## src/rtl/cvxif_pkg.sv

```systemverilog
// ============================================================================
// Module : cvxif_pkg
// Brief  : Shared types and constants for the CVXIF result buffer slice.
// Rev    : 1.0  initial release
// ============================================================================
`default_nettype none

package cvxif_pkg;

  localparam int XLEN = 32;
  localparam int ID_W = 4;
  localparam int DEPTH_DEFAULT = 4;

  // Opcode decoded by the issue stage for posit coprocessor instructions.
  localparam logic [6:0] CUSTOM3_OPCODE = 7'b1111011;

  function automatic int ptr_width(input int depth);
    return $clog2(depth) + 1;
  endfunction

  localparam int PTR_W = $clog2(DEPTH_DEFAULT) + 1;

  typedef struct packed {
    logic [4:0]      rd;
    logic [ID_W-1:0] id;
    logic [XLEN-1:0] data;
    logic            done;
  } result_entry_t;

endpackage

`default_nettype wire

```

## src/rtl/cvxif_result_buffer_if.sv

```systemverilog
// ============================================================================
// Module : cvxif_result_buffer_if
// Brief  : Issue, coprocessor-result and core-result signals of the buffer.
// Rev    : 1.0  initial release
// ============================================================================
`default_nettype none

interface cvxif_result_buffer_if #(
  parameter int ID_W = cvxif_pkg::ID_W,
  parameter int XLEN = cvxif_pkg::XLEN
) ();
  import cvxif_pkg::*;

  logic            issue_fire;
  logic [4:0]      issue_rd;
  logic [ID_W-1:0] issue_id;
  logic            tag_full;
  logic            cp_result_valid;
  logic            cp_result_ready;
  logic [XLEN-1:0] cp_result_data;
  logic            result_valid;
  logic            result_ready;
  logic [XLEN-1:0] result_data;
  logic [4:0]      result_rd;
  logic [ID_W-1:0] result_id;
  logic            result_we;
  logic            overflow_err;

  modport slave (
    input  issue_fire, issue_rd, issue_id,
    input  cp_result_valid, cp_result_data,
    input  result_ready,
    output tag_full, cp_result_ready,
    output result_valid, result_data, result_rd, result_id, result_we,
    output overflow_err
  );

  modport master (
    output issue_fire, issue_rd, issue_id,
    output cp_result_valid, cp_result_data,
    output result_ready,
    input  tag_full, cp_result_ready,
    input  result_valid, result_data, result_rd, result_id, result_we,
    input  overflow_err
  );

endinterface

`default_nettype wire

```

## src/rtl/cvxif_ring_ptr.sv

```systemverilog
// ============================================================================
// Module : cvxif_ring_ptr
// Brief  : Wrap-bit ring pointer with increment enable, async active-low reset.
// Rev    : 1.0  initial release
// ============================================================================
`default_nettype none

module cvxif_ring_ptr #(
  parameter int PTR_W = cvxif_pkg::PTR_W
) (
  input  wire logic             clk,
  input  wire logic             rst,
  input  wire logic             i_inc,
  output logic      [PTR_W-1:0] o_ptr
);

  logic [PTR_W-1:0] r_ptr;

  // Natural overflow of the full width gives the modulo 2*DEPTH roll.
  always_ff @(posedge clk or negedge rst) begin
    if (!rst) begin
      r_ptr <= '0;
    end else if (i_inc) begin
      r_ptr <= r_ptr + 1'b1;
    end
  end

  assign o_ptr = r_ptr;

endmodule

`default_nettype wire

```

## src/rtl/cvxif_result_buffer.sv

```systemverilog
// ============================================================================
// Module : cvxif_result_buffer
// Brief  : In-order CVXIF result buffer between posit coprocessor and core.
//          Optional same-cycle bypass: define CVXIF_RESULT_BYPASS_EN.
// Rev    : 1.0  initial release
// ============================================================================
`default_nettype none

module cvxif_result_buffer #(
  parameter int DEPTH = cvxif_pkg::DEPTH_DEFAULT,
  parameter int ID_W  = cvxif_pkg::ID_W,
  parameter int XLEN  = cvxif_pkg::XLEN
) (
  input  wire logic             clk,
  input  wire logic             rst,
  cvxif_result_buffer_if.slave  bus
);
  import cvxif_pkg::*;

  localparam int AW = ptr_width(DEPTH);
  localparam int IW = AW - 1;
  localparam logic [AW-1:0] c_full_occ = AW'(DEPTH);

  logic [AW-1:0]   w_alloc_ptr;
  logic [AW-1:0]   w_fill_ptr;
  logic [AW-1:0]   w_rd_ptr;
  logic [IW-1:0]   w_alloc_idx;
  logic [IW-1:0]   w_fill_idx;
  logic [IW-1:0]   w_rd_idx;
  logic [AW-1:0]   w_occ;
  logic            w_tag_full;
  logic            w_cp_ready;
  logic            w_alloc_en;
  logic            w_fill_en;
  logic            w_set_done;
  logic            w_head_avail;
  logic            w_out_valid;
  logic [XLEN-1:0] w_out_data;
  logic            w_pop_en;

  logic [4:0]      r_rd   [DEPTH];
  logic [ID_W-1:0] r_id   [DEPTH];
  logic [XLEN-1:0] r_data [DEPTH];
  logic [DEPTH-1:0] r_done;
  logic            r_overflow;

  cvxif_ring_ptr #(.PTR_W(AW)) u_alloc_ptr (
    .clk   (clk),
    .rst   (rst),
    .i_inc (w_alloc_en),
    .o_ptr (w_alloc_ptr)
  );

  cvxif_ring_ptr #(.PTR_W(AW)) u_fill_ptr (
    .clk   (clk),
    .rst   (rst),
    .i_inc (w_fill_en),
    .o_ptr (w_fill_ptr)
  );

  cvxif_ring_ptr #(.PTR_W(AW)) u_rd_ptr (
    .clk   (clk),
    .rst   (rst),
    .i_inc (w_pop_en),
    .o_ptr (w_rd_ptr)
  );

  assign w_alloc_idx = w_alloc_ptr[IW-1:0];
  assign w_fill_idx  = w_fill_ptr[IW-1:0];
  assign w_rd_idx    = w_rd_ptr[IW-1:0];

  assign w_occ      = w_alloc_ptr - w_rd_ptr;
  assign w_tag_full = (w_occ == c_full_occ);
  assign w_cp_ready = (w_fill_ptr != w_alloc_ptr);
  assign w_alloc_en = bus.issue_fire & ~w_tag_full;
  assign w_fill_en  = bus.cp_result_valid & w_cp_ready;

  assign w_head_avail = (w_rd_ptr != w_alloc_ptr) & r_done[w_rd_idx];

`ifdef CVXIF_RESULT_BYPASS_EN
  // Head still waiting on data that is arriving right now: forward it.
  logic w_bypass;
  assign w_bypass    = (w_rd_ptr == w_fill_ptr) & w_fill_en;
  assign w_out_valid = w_head_avail | w_bypass;
  assign w_out_data  = w_bypass ? bus.cp_result_data : r_data[w_rd_idx];
  assign w_set_done  = w_fill_en & ~(w_bypass & bus.result_ready);
`else
  assign w_out_valid = w_head_avail;
  assign w_out_data  = r_data[w_rd_idx];
  assign w_set_done  = w_fill_en;
`endif

  assign w_pop_en = w_out_valid & bus.result_ready;

  // Alloc, fill and pop indices never collide within a cycle, so the
  // three updates to r_done below touch distinct entries.
  always_ff @(posedge clk or negedge rst) begin
    if (!rst) begin
      for (int i = 0; i < DEPTH; i++) begin
        r_rd[i]   <= '0;
        r_id[i]   <= '0;
        r_data[i] <= '0;
      end
      r_done     <= '0;
      r_overflow <= 1'b0;
    end else begin
      if (w_alloc_en) begin
        r_rd[w_alloc_idx]   <= bus.issue_rd;
        r_id[w_alloc_idx]   <= bus.issue_id;
        r_done[w_alloc_idx] <= 1'b0;
      end
      if (w_set_done) begin
        r_data[w_fill_idx] <= bus.cp_result_data;
        r_done[w_fill_idx] <= 1'b1;
      end
      if (w_pop_en) begin
        r_done[w_rd_idx] <= 1'b0;
      end
      if (bus.issue_fire & w_tag_full) begin
        r_overflow <= 1'b1;
      end
    end
  end

  assign bus.tag_full        = w_tag_full;
  assign bus.cp_result_ready = w_cp_ready;
  assign bus.result_valid    = w_out_valid;
  assign bus.result_we       = w_out_valid;
  assign bus.result_data     = w_out_valid ? w_out_data       : '0;
  assign bus.result_rd       = w_out_valid ? r_rd[w_rd_idx]   : '0;
  assign bus.result_id       = w_out_valid ? r_id[w_rd_idx]   : '0;
  assign bus.overflow_err    = r_overflow;

endmodule

`default_nettype wire
```

## src/flat_wrapper.sv

```systemverilog
// flat-port wrapper written by rule: the top's interface ports become plain ports
module cvxif_result_buffer_flat import cvxif_pkg::*;
#(
  parameter int DEPTH = cvxif_pkg::DEPTH_DEFAULT,
  parameter int ID_W  = cvxif_pkg::ID_W,
  parameter int XLEN  = cvxif_pkg::XLEN
)
  (clk, rst, bus_issue_fire, bus_issue_rd, bus_issue_id, bus_cp_result_valid, bus_cp_result_data, bus_result_ready, bus_tag_full, bus_cp_result_ready, bus_result_valid, bus_result_data, bus_result_rd, bus_result_id, bus_result_we, bus_overflow_err);
  cvxif_result_buffer_if #(.ID_W(ID_W), .XLEN(XLEN)) bus_i ();
  input  wire logic clk;
  input  wire logic rst;
  input wire logic [$bits(bus_i.issue_fire)-1:0] bus_issue_fire;
  input wire logic [$bits(bus_i.issue_rd)-1:0] bus_issue_rd;
  input wire logic [$bits(bus_i.issue_id)-1:0] bus_issue_id;
  input wire logic [$bits(bus_i.cp_result_valid)-1:0] bus_cp_result_valid;
  input wire logic [$bits(bus_i.cp_result_data)-1:0] bus_cp_result_data;
  input wire logic [$bits(bus_i.result_ready)-1:0] bus_result_ready;
  output wire logic [$bits(bus_i.tag_full)-1:0] bus_tag_full;
  output wire logic [$bits(bus_i.cp_result_ready)-1:0] bus_cp_result_ready;
  output wire logic [$bits(bus_i.result_valid)-1:0] bus_result_valid;
  output wire logic [$bits(bus_i.result_data)-1:0] bus_result_data;
  output wire logic [$bits(bus_i.result_rd)-1:0] bus_result_rd;
  output wire logic [$bits(bus_i.result_id)-1:0] bus_result_id;
  output wire logic [$bits(bus_i.result_we)-1:0] bus_result_we;
  output wire logic [$bits(bus_i.overflow_err)-1:0] bus_overflow_err;
  assign bus_i.issue_fire = bus_issue_fire;
  assign bus_i.issue_rd = bus_issue_rd;
  assign bus_i.issue_id = bus_issue_id;
  assign bus_i.cp_result_valid = bus_cp_result_valid;
  assign bus_i.cp_result_data = bus_cp_result_data;
  assign bus_i.result_ready = bus_result_ready;
  assign bus_tag_full = bus_i.tag_full;
  assign bus_cp_result_ready = bus_i.cp_result_ready;
  assign bus_result_valid = bus_i.result_valid;
  assign bus_result_data = bus_i.result_data;
  assign bus_result_rd = bus_i.result_rd;
  assign bus_result_id = bus_i.result_id;
  assign bus_result_we = bus_i.result_we;
  assign bus_overflow_err = bus_i.overflow_err;
  cvxif_result_buffer #(.DEPTH(DEPTH), .ID_W(ID_W), .XLEN(XLEN)) u_core (.clk(clk), .rst(rst), .bus(bus_i));
endmodule
```

## config.mk

```make
export PLATFORM = sky130hd
export DESIGN_NAME = cvxif_result_buffer_flat
export DESIGN_NICKNAME = d
export VERILOG_FILES = /design/src/rtl/cvxif_pkg.sv /design/src/rtl/cvxif_result_buffer_if.sv /design/src/rtl/cvxif_ring_ptr.sv /design/src/rtl/cvxif_result_buffer.sv /design/src/flat_wrapper.sv
export SDC_FILE = /design/constraint.sdc
export NUM_CORES = 1
export LEC_CHECK = 0
export ABC_CLOCK_PERIOD_IN_PS = 3300
export CORE_MARGIN = 2
export CORE_UTILIZATION = 40
export CTS_CLUSTER_SIZE = 20
export DETAILED_ROUTE_END_ITERATION = 7
export SLEW_MARGIN = 20
export SYNTH_ARGS = -nofsm -noshare
export SYNTH_HDL_FRONTEND = slang
export SYNTH_SLANG_ARGS = --single-unit
```

## constraint.sdc

```tcl
create_clock -name clk -period 3.3 [get_ports clk]
set_input_delay 0.66 -clock clk [delete_from_list [all_inputs] [get_ports clk]]
set_output_delay 0.66 -clock clk [all_outputs]
set_load 0.02 [all_outputs]
```

==> flow_metrics.env <==
export IMPL_critPathMaxFanout=26
export IMPL_clock_sinks=178
export IMPL_status="finished clean"
export IMPL_start_util_pct=40.8
export IMPL_report_final_slew_viol_count=0
export IMPL_dr_pass1_iters=4
export IMPL_nets=681
export IMPL_antenna_found_initial=0
export IMPL_drt_initial_drc_count=165
export IMPL_die_width_um=148
export IMPL_ant_nets=0
export IMPL_grt_max_degree=77
export IMPL_crit_family="buffers and inverters"
export IMPL_crit_required_ns=2.64
export IMPL_cp_arrival_ns=2.56
export IMPL_core_area_mm2=0.0202
export IMPL_timing_rr_end="u_core.r_rd[12]"
export IMPL_drc=0
export IMPL_root_buffer="clkbuf_16"
export IMPL_ff2ff_path_depth=7
export IMPL_use_met3_pct=3.52
export IMPL_yosys_area_share_adder_pct=2.12
export IMPL_yosysSeqAreaShare_pct=54.0
export IMPL_synth_simple_gate_area_share_pct=4.31
export IMPL_path_common_cell="and2_1"
export IMPL_io_pins=92
export IMPL_rsz0062_at_grt="true"
export IMPL_critPathMaxStageDelay_ns=0.59
export IMPL_vias=4691
export IMPL_end_kind="primary output"
export IMPL_cts_max_level=4
export IMPL_die_h_um=148
export IMPL_power_leakage_uw=0.00474
export IMPL_synth_xor_area_share_pct=1.46
export IMPL_multi_input_area_mm2=0.00364
export IMPL_maxCapViolCount=0
export IMPL_stdcell_area_mm2=0.0102
export IMPL_hold_viol=0
export IMPL_layout_min_cycle_time_ns=3.22
export IMPL_synth_nets=584
export IMPL_p_per_area_mw_per_mm2=1170
export IMPL_fin_worst_skew_ns=0.00901
export IMPL_drive_gt1_share_pct=42.3
export IMPL_wl_per_cell_um=19.4
export IMPL_vdd_drop_max_mv=0.612
export IMPL_num_antenna_cells=0
export IMPL_finalCoreUtilization_pct=50.4
export IMPL_cp_depth=7
export IMPL_final_cell_mix="dfrtp_1, mux2_2, clkdlybuf4s50_1"
export IMPL_synth_avg_cell_area_um2=15.7
export IMPL_grt_met1_usage_pct=22.4
export IMPL_critPathLaunchType="flip-flop"
export IMPL_tightest_slew_ns=0.736
export IMPL_synth_top_family_by_area="multiplexers"
export IMPL_r2r_slack_ns=0.95
export IMPL_finalSetupViolations=0
export IMPL_insertion_delay_ns=0.43
export IMPL_viasPerCell=5.19
export IMPL_min_path_type="in -> async"
export IMPL_hpwl_um=10900
export IMPL_io_buffers=91
export IMPL_clk_pin_slew_ns=0.07
export IMPL_die_area_mm2=0.0218
export IMPL_synth_compound_area_share_pct=2.11
export IMPL_r2r_start="u_core.u_alloc_ptr.o_ptr[0]"
export IMPL_final_common_cell="dfrtp_1"
export IMPL_crit_chain="inv_1 -> ha_1 -> and2_1 -> a21boi_4 -> buf_8 -> and2_1 -> clkdlybuf4s50_1"
export IMPL_grt_pass1_wl_um=28700
export IMPL_placed_area_mm2=0.00951
export IMPL_synthMuxAreaShare_pct=34.0
export IMPL_area_delta_synth_final_pct=23.6
export IMPL_rows=52
export IMPL_grt_pass1_vias=5306
export IMPL_relSlewSlack_pct=50.9
export IMPL_period_share_pct=97.6
export IMPL_cts_made_buffers=17
export IMPL_clock_fmax_ghz=0.310
export IMPL_crit_buf_inv=3
export IMPL_cts_tree="done"
export IMPL_fill_cells=1724
export IMPL_synth_ff_latch_count=178
export IMPL_clk_path_buf_depth=2
export IMPL_grtUsageTotal_pct=17.1
export IMPL_overflow=0
export IMPL_gr_usage_met2_pct=29.2
export IMPL_gp_congestion=0.775
export IMPL_critPathLaunch="u_core.u_rd_ptr.o_ptr[1]"
export IMPL_cp_endpoint="bus_result_data[9]"
export IMPL_register_area_mm2=0.00446
export IMPL_synthCells=524
export IMPL_synth_cell_types=30
export IMPL_netlist_area_mm2=0.00825
export IMPL_yosys_warnings=0
export IMPL_crit_slowest_cell="clkdlybuf4s50_1"
export IMPL_routed_wirelength_um=17500
export IMPL_top_usage_layer="met2"
export IMPL_path_class="reg -> out"
-- report_power, final --
group	internal (µW)	switching, µW
clock network	1160	848
logic	3300	2720
registers	3330	580
total	7790	4150
-- cell type report --
cell class | count | area share, %
sequential | 178 | 43.7
multi-input combinational | 311 | 35.7
timing repair buffer | 106 | 11.3
clock buffer | 21 | 4.51
tap | 270 | 3.31
clock inverter | 11 | 1.25
inverter | 7 | 0.258
-- worst min-delay path by stage --
| stage | startpoint | end | slack (ns) | cells past startpoint |
|---|---|---|---|---|
| 6_report | rst | u_core.r_data[51] | 0.27 | 1 |
| 5_1_grt | rst | u_core.r_data[83] | 0.32 | 1 |
| 4_1_cts | rst | u_core.r_data[83] | 0.29 | 1 |
| 3_5_place_dp | u_core.bus.overflow_err | u_core.bus.overflow_err | 0.44 | 1 |
| 3_3_place_gp | u_core.bus.overflow_err | u_core.bus.overflow_err | 0.44 | 1 |
| 2_1_floorplan | rst | u_core.bus.overflow_err | 0.36 | 0 |
-- metal layers --
metal	wire length, µm	vias to the layer above
met3	608	19
met2	8860	76
met5	0	-
li1	-	2111
met4	202	0
met1	7830	2485
-- registers in the layout, indices dropped and copies added (netlist names) --
register                  count
u_core.bus.overflow_err       1
u_core.u_alloc_ptr.o_ptr      3
u_core.r_id                  16
u_core.r_rd                  20
u_core.r_done                 4
u_core.r_data               128
u_core.u_fill_ptr.o_ptr       3
u_core.u_rd_ptr.o_ptr         3
-- stage by stage --
step	setup WS, ns	setup TNS, ns	hold WS (ns)	power [µW]	std cells
2_1_floorplan	0.0619	0	0.364	7950	524
3_3_place_gp	0.444	0	0.441	9880	871
3_5_place_dp	0.360	0	0.443	10100	871
4_1_cts	-0.0330	-0.197	0.293	12200	904
5_1_grt	-0.0231	-0.0231	0.324	12700	904
6_report	0.0777	0	0.274	11900	904
-- repair_timing --
| item | 4_1_cts | 5_1_grt |
|---|---|---|
| resized for setup | 2 | 39 |
| pin swaps | 1 | 0 |
| hold buffers | 0 | 0 |
| endpoints found under the setup margin | 28 | 40 |
| setup buffers | 1 | 0 |
-- cells by family (layout without fill, tap and decap cells) --
logic type,Yosys count,after routing
multiplexers,207,207
XOR/XNOR,12,12
flip-flops,178,178
buffers and inverters,35,145
AND/OR/NAND/NOR,60,60
AO/OA/AOI/OAI,18,18
adder cells (fa/ha/maj),14,14
-- cell usage after synthesis --
library cell | n | area (µm²)
dfrtp_1 | 178 | 4450
o31ai_1 | 4 | 30.0
xnor2_1 | 8 | 70.1
nand2_2 | 4 | 25.0
a21o_1 | 1 | 7.51
and3_1 | 1 | 6.26
and2_1 | 43 | 269
a21boi_0 | 2 | 15.0
nand3_1 | 1 | 5.00
mux2_2 | 165 | 1860
inv_1 | 7 | 26.3
a22oi_1 | 3 | 22.5
nor3_1 | 1 | 5.00
nand2_1 | 8 | 30.0
xor2_1 | 2 | 17.5
or3b_1 | 1 | 8.76
xnor2_2 | 2 | 32.5
a21oi_2 | 1 | 8.76
buf_6 | 3 | 33.8
mux4_2 | 42 | 946
clkbuf_1 | 9 | 33.8
buf_2 | 10 | 50.1
o211a_1 | 1 | 10.0
nor2b_1 | 1 | 6.26
o21ai_0 | 2 | 10.0
ha_1 | 14 | 175
a21oi_4 | 3 | 48.8
buf_1 | 5 | 18.8
a31oi_4 | 1 | 21.3
buf_4 | 1 | 7.51
(Power assumes the default switching activity.)
